**src/rtl/mem_stage_lsu.sv**
```systemverilog
// MEM-stage load/store unit: req/ack data-memory handshake, sub-word load/store
// formatting, pipeline stall while an access is outstanding, misalign and timeout errors.
module mem_stage_lsu #(
   parameter int TIMEOUT = 255,
   parameter int CNT_W   = 8
) (
   input  logic        clk,
   input  logic        reset,
   input  logic        MemRead_mem,
   input  logic        MemWrite_mem,
   input  logic [2:0]  funct3_mem,
   input  logic [31:0] ALUResult_mem,
   input  logic [31:0] MemWriteData_mem,
   output logic        mem_req,
   output logic        mem_we,
   output logic [31:0] mem_addr,
   output logic [31:0] mem_wdata,
   output logic [3:0]  mem_wstrb,
   input  logic [31:0] mem_rdata,
   input  logic        mem_ack,
   output logic [31:0] MemDout_mem,
   output logic        stall_mem,
   output logic        misalign_err,
   output logic        bus_err
);

   typedef enum logic [1:0] {S_IDLE, S_WAIT, S_DONE} state_t;

   localparam logic [CNT_W-1:0] CNT_LAST = CNT_W'((TIMEOUT > 0) ? TIMEOUT - 1 : 0);
   localparam logic [CNT_W-1:0] CNT_ONE  = CNT_W'(1);

   state_t            state;
   logic [CNT_W-1:0]  cnt;
   logic              access, is_store, misaligned, issue;
   logic [1:0]        b;
   logic [31:0]       rsh, load_fmt, wdata_fmt;
   logic [15:0]       lhalf;
   logic [7:0]        lbyte;
   logic [3:0]        strb_fmt;

   assign access   = MemRead_mem | MemWrite_mem;
   assign is_store = MemWrite_mem;   // read+write together is treated as a store
   assign b        = ALUResult_mem[1:0];

   // Unsigned load sizes are not legal for stores; unknown encodings count as misaligned.
   always_comb begin
      misaligned = 1'b1;
      case (funct3_mem)
         3'b000:  misaligned = 1'b0;
         3'b001:  misaligned = b[0];
         3'b010:  misaligned = (b != 2'b00);
         3'b100:  misaligned = is_store;
         3'b101:  misaligned = is_store | b[0];
         default: misaligned = 1'b1;
      endcase
   end

   assign issue     = (state == S_IDLE) && access && !misaligned;
   assign mem_req   = !reset && (issue || (state == S_WAIT));
   assign mem_we    = mem_req && is_store;
   assign stall_mem = mem_req;
   assign mem_addr  = {ALUResult_mem[31:2], 2'b00};

   always_comb begin
      wdata_fmt = MemWriteData_mem;
      strb_fmt  = 4'b1111;
      case (funct3_mem[1:0])
         2'b00: begin
            wdata_fmt = {4{MemWriteData_mem[7:0]}};
            strb_fmt  = 4'b0001 << b;
         end
         2'b01: begin
            wdata_fmt = {2{MemWriteData_mem[15:0]}};
            strb_fmt  = 4'b0011 << {b[1], 1'b0};
         end
         default: begin
            wdata_fmt = MemWriteData_mem;
            strb_fmt  = 4'b1111;
         end
      endcase
   end

   assign mem_wdata = wdata_fmt;
   assign mem_wstrb = is_store ? strb_fmt : 4'b0000;

   assign rsh   = mem_rdata >> {b, 3'b000};
   assign lbyte = rsh[7:0];
   assign lhalf = b[1] ? mem_rdata[31:16] : mem_rdata[15:0];

   always_comb begin
      load_fmt = mem_rdata;
      case (funct3_mem)
         3'b000:  load_fmt = {{24{lbyte[7]}}, lbyte};
         3'b100:  load_fmt = {24'h0, lbyte};
         3'b001:  load_fmt = {{16{lhalf[15]}}, lhalf};
         3'b101:  load_fmt = {16'h0, lhalf};
         default: load_fmt = mem_rdata;
      endcase
   end

   always_ff @(posedge clk) begin
      if (reset) begin
         state        <= S_IDLE;
         cnt          <= '0;
         MemDout_mem  <= '0;
         misalign_err <= 1'b0;
         bus_err      <= 1'b0;
      end else begin
         misalign_err <= 1'b0;
         bus_err      <= 1'b0;
         case (state)
            S_IDLE: begin
               if (access) begin
                  if (misaligned) begin
                     misalign_err <= 1'b1;
                     MemDout_mem  <= '0;
                  end else if (mem_ack) begin
                     state <= S_DONE;
                     if (!is_store) MemDout_mem <= load_fmt;
                  end else begin
                     state <= S_WAIT;
                     cnt   <= '0;
                  end
               end
            end
            // Ack is checked before expiry so a late-but-present ack still succeeds.
            S_WAIT: begin
               if (mem_ack) begin
                  state <= S_DONE;
                  if (!is_store) MemDout_mem <= load_fmt;
               end else if ((TIMEOUT != 0) && (cnt == CNT_LAST)) begin
                  bus_err     <= 1'b1;
                  MemDout_mem <= '0;
                  state       <= S_DONE;
               end else begin
                  cnt <= cnt + CNT_ONE;
               end
            end
            S_DONE:  state <= S_IDLE;
            default: state <= S_IDLE;
         endcase
      end
   end

endmodule

```
**config.mk**
```make
export PLATFORM = sky130hd
export DESIGN_NAME = mem_stage_lsu
export DESIGN_NICKNAME = d
export VERILOG_FILES = /design/src/rtl/mem_stage_lsu.sv
export SDC_FILE = /design/constraint.sdc
export NUM_CORES = 1
export LEC_CHECK = 0
export BUFFER_PORTS_ARGS = -buffer_cell sky130_fd_sc_hd__buf_2
export CELL_PAD_IN_SITES_DETAIL_PLACEMENT = 0
export CELL_PAD_IN_SITES_GLOBAL_PLACEMENT = 1
export CORE_UTILIZATION = 29
export DETAILED_ROUTE_END_ITERATION = 8
export GPL_TIMING_DRIVEN = 0
export PLACE_DENSITY = 0.84
export REMOVE_ABC_BUFFERS = 1
export SYNTH_ARGS = -nofsm -noshare
export SYNTH_HDL_FRONTEND = slang
export SYNTH_SLANG_ARGS = --single-unit
export TNS_END_PERCENT = 100
```
**constraint.sdc**
```tcl
create_clock -name clk -period 2.33 [get_ports clk]
set_clock_uncertainty 0.05 [all_clocks]
set_input_delay 0.233 -clock clk [delete_from_list [all_inputs] [get_ports clk]]
set_output_delay 0.233 -clock clk [all_outputs]
set_load 0.01 [all_outputs]
```
==> flow_summary.yaml <==
timing:
  final_critical_path_setup_slack_ps: 200
  finalWorstPathRequiredPeriod_ps: 2130
  fin_hold_ws_ps: 176
  setup_tns_ps: 0
  number_of_endpoints_with_negative_hold_slack_in_the_final_report: 0
  grt_setup_unrepaired: "no"
  max_freq_mhz: 469
  worstMarginPinSlew_ps: 904
  setup_viol_count_final: 0
  slew_violations: 0
  finalCritPeriodShare_pct: 91.4
  timing.max_slew.rel_slack_pct: 39.4
min_path:
  holdCritPathClass: "in2reg"
  min_from: "mem_rdata[20]"
  hold-path-cell-count: 3
  holdPathEnd: "MemDout_mem[4]$_SDFFE_PP0P_"
critical_path:
  endpoint_kind: "flip-flop"
  worst-path-stages: 7
  timing.critical_path.required_ps: 2520
  cp-start-kind: "flip-flop"
  path_class: "reg2reg"
  worst-r2r-cell-count: 7
  timing.critical_path.cells: "inv_1, ha_1, nand3_1, nor2_1, or4_1, o211ai_4, a22o_1"
  worst_ep_arrival_time_ps: 2320
  worst_r2r_src: "cnt[0]$_SDFFE_PP0P_"
  r2r_slack_ps: 200
  cp_num_buf_inv: 1
  critical_path.reg2reg.endpoint: "MemDout_mem[23]$_SDFFE_PP0P_"
  max_stage_delay_ps: 540
  cp_top_family: "simple AND/OR/NAND/NOR gates"
  top_fanout_value_on_the_critical_path: 32
  cell_with_the_largest_stage_delay_on_the_worst_path: "sky130_fd_sc_hd__or4_1"
cts:
  tritoncts.num_buffers: 5
  max-clock-path-buffers: 2
  cts_hold_buf: 0
  cts_tree: "done"
  clock_latency_ps: 290
  cts_root_buf: "sky130_fd_sc_hd__clkbuf_8"
  clk_transition_reported_paths_ps: 90
  cts_max_level: 2
  cts_sinks: 44
global_routing:
  grt_antenna_before_repair: 0
  wire_length_of_the_first_global_routing_pass_mm: 14.7
  gr-usage-all-layers_pct: 16.7
  fraction_of_met1_tracks_used_by_global_routing_pct: 20.1
  grt_most_used_layer: "met2"
  use_met3_pct: 6.80
  grt_max_degree: 64
  use_met2_pct: 27.2
  final_global_route_overflow_total: 0
  grt_pass1_vias: 2804
die:
  initial_core_util_pct: 30.2
  dieWidth_um: 106
  placement_rows: 37
  boundaryPins: 209
  core-area_um2: 10400
  dieHeight_um: 106
  floorplan.die_area_um2: 11200
placement:
  gp_routability_congestion: 0.806
  placed_area_um2: 3550
  dpl.hpwl_mm: 7.29
  pre_cts_ws_ps: -527
  port_buffers: 146
pwr:
  power_mw: 1.82
  vdd_ir_drop_max_v: 0.000308
  pwr_density_cell_nw_per_um2: 493
  power.leakage_nw: 1.71
detailed_routing:
  drtAntennaViolNets: 0
  route.detailed.drc: 0
  detailroute.via_count: 3025
  drt-total-wl_mm: 9.63
  dr.pass1.iters: 5
  initialDrtViolationCount: 141
  via_per_instance_ratio: 5.10
  wl_per_cell_um: 16.2
cells_and_area:
  fin_area_um2: 3690
  fillCellCount: 1112
  n_antenna_cell: 0
  layout_nets: 562
  layout-drive-gt1-share_pct: 39.2
  flow.area_growth_from_synthesis_pct: 17.9
logic_synthesis:
  post_synth_inst_count: 371
  syn_area_um2: 3130
  number_of_synthesized_flops_with_an_enable_pin: 0
  synth_seq_cells: 44
  synth_warn: 0
  distinct_cell_type_count_after_synthesis: 53
  synth_top_flop_cell: "sky130_fd_sc_hd__dfxtp_1"
  synthesized_area_per_cell_um2: 8.43
  async_reset_ff_share_pct: 0
  synth_seq_area_share_pct: 28.2
flow_run:
  maxCapViolCount: 0
run_status:
  result_of_the_run: "complete, no violations"
==> state kept, by name, indices dropped and copies added (netlist names) <==
register      flops
state             2
misalign_err      1
cnt               8
MemDout_mem      32
bus_err           1
==> cells in the final DEF, fill, tap and decap left out, drive strengths merged, types with 2 or more instances in the layout <==
master   netlist  routed
a211o          2       2
nor2          24      24
a21oi         17      17
a221oi         9       9
mux2i         14      14
o21bai         3       3
nor4           4       4
nand2b        19      19
o211ai         2       2
conb           1       2
inv           10      10
and3           3       3
mux2          16      16
nor3           9       9
nand3          4       4
o21a           3       3
nand3b         3       3
dfxtp         44      44
clkbuf         9       6
a222oi         4       4
nand2         25      25
o21ai         26      26
o22ai          3       3
a22o          22      22
a311oi         3       3
o2bb2ai       12      12
or2            2       2
ha             2       2
buf           60     146
and2           2       2
==> how the worst max path moves through the flow <==
stage,from,to,slack [ps]
global route,state[0]$_SDFFE_PP0P_,MemDout_mem[23]$_SDFFE_PP0P_,60
floorplan,cnt[0]$_SDFFE_PP0P_,MemDout_mem[16]$_SDFFE_PP0P_,410
global placement,funct3_mem[1],MemDout_mem[3]$_SDFFE_PP0P_,-470
CTS,funct3_mem[0],mem_we,170
detailed placement,funct3_mem[1],MemDout_mem[21]$_SDFFE_PP0P_,-530
finish,cnt[0]$_SDFFE_PP0P_,MemDout_mem[23]$_SDFFE_PP0P_,200
==> repair_timing <==
item,CTS,global route
gates resized for setup,2,0
buffers inserted,0,0
endpoints found under the setup margin,32,0
==> kinds of logic after synthesis <==
| logic type | after synthesis | synth area share, % |
|---|---|---|
| AND/OR/NAND/NOR | 101 | 17.0 |
| adder cells (fa/ha/maj) | 2 | 0.800 |
| multiplexers | 30 | 10.2 |
| buffers and inverters | 79 | 16.5 |
| flip-flops | 44 | 28.2 |
| other | 1 | 0.120 |
| AO/OA/AOI/OAI | 114 | 27.2 |
==> cell type report <==
class	count	area, um^2	area share (%)
multi-input combinational	249	1740	47.3
sequential	44	881	23.9
timing repair buffer	146	733	19.9
tap	136	170	4.61
clock buffer	6	82.6	2.24
clock inverter	2	38.8	1.05
inverter	10	37.5	1.02
==> per-layer routing <==
layer	vias to the layer above	part of all wire [%]
li1	1484	-
met1	1380	42
met2	152	47
met3	9	10
met4	0	1.2
met5	-	0
==> power breakdown <==
| group | switching [mW] | internal (mW) |
|---|---|---|
| clock network | 0.264 | 0.351 |
| logic | 0.244 | 0.186 |
| registers | 0.0102 | 0.763 |
==> cells in the mapped netlist (all sizes together), types with 2 or more instances <==
library cell,count,area [um^2]
buf,60,444
dfxtp,44,881
o21ai,26,130
nand2,25,93.8
nor2,24,100
a22o,22,193
nand2b,19,126
a21oi,17,85.1
mux2,16,180
mux2i,14,140
o2bb2ai,12,105
inv,10,37.5
a221oi,9,85.1
clkbuf,9,33.8
nor3,9,45.0
a222oi,4,40.0
nand3,4,20.0
nor4,4,25.0
a311oi,3,26.3
and3,3,18.8
nand3b,3,22.5
o21a,3,22.5
o21bai,3,22.5
o22ai,3,18.8
a211o,2,17.5
and2,2,12.5
ha,2,25.0
o211ai,2,20.0
or2,2,15.0
==> worst reg2reg max path: cells and delay by family (launching register included) <==
| family | cells | cell delay (ps) |
|---|---|---|
| compound gates | 2 | 680 |
| fa+ha+maj | 1 | 190 |
| simple gates | 3 | 710 |
| flops | 1 | 370 |
| buf+inv | 1 | 80 |
==> stage by stage <==
step	cells	utilization, %
global placement	585	34.3
global route	593	35.6
finish	593	35.6
CTS	593	35.6
detailed placement	585	34.3
floorplan	303	-
Power figures use the tool's default switching activity.
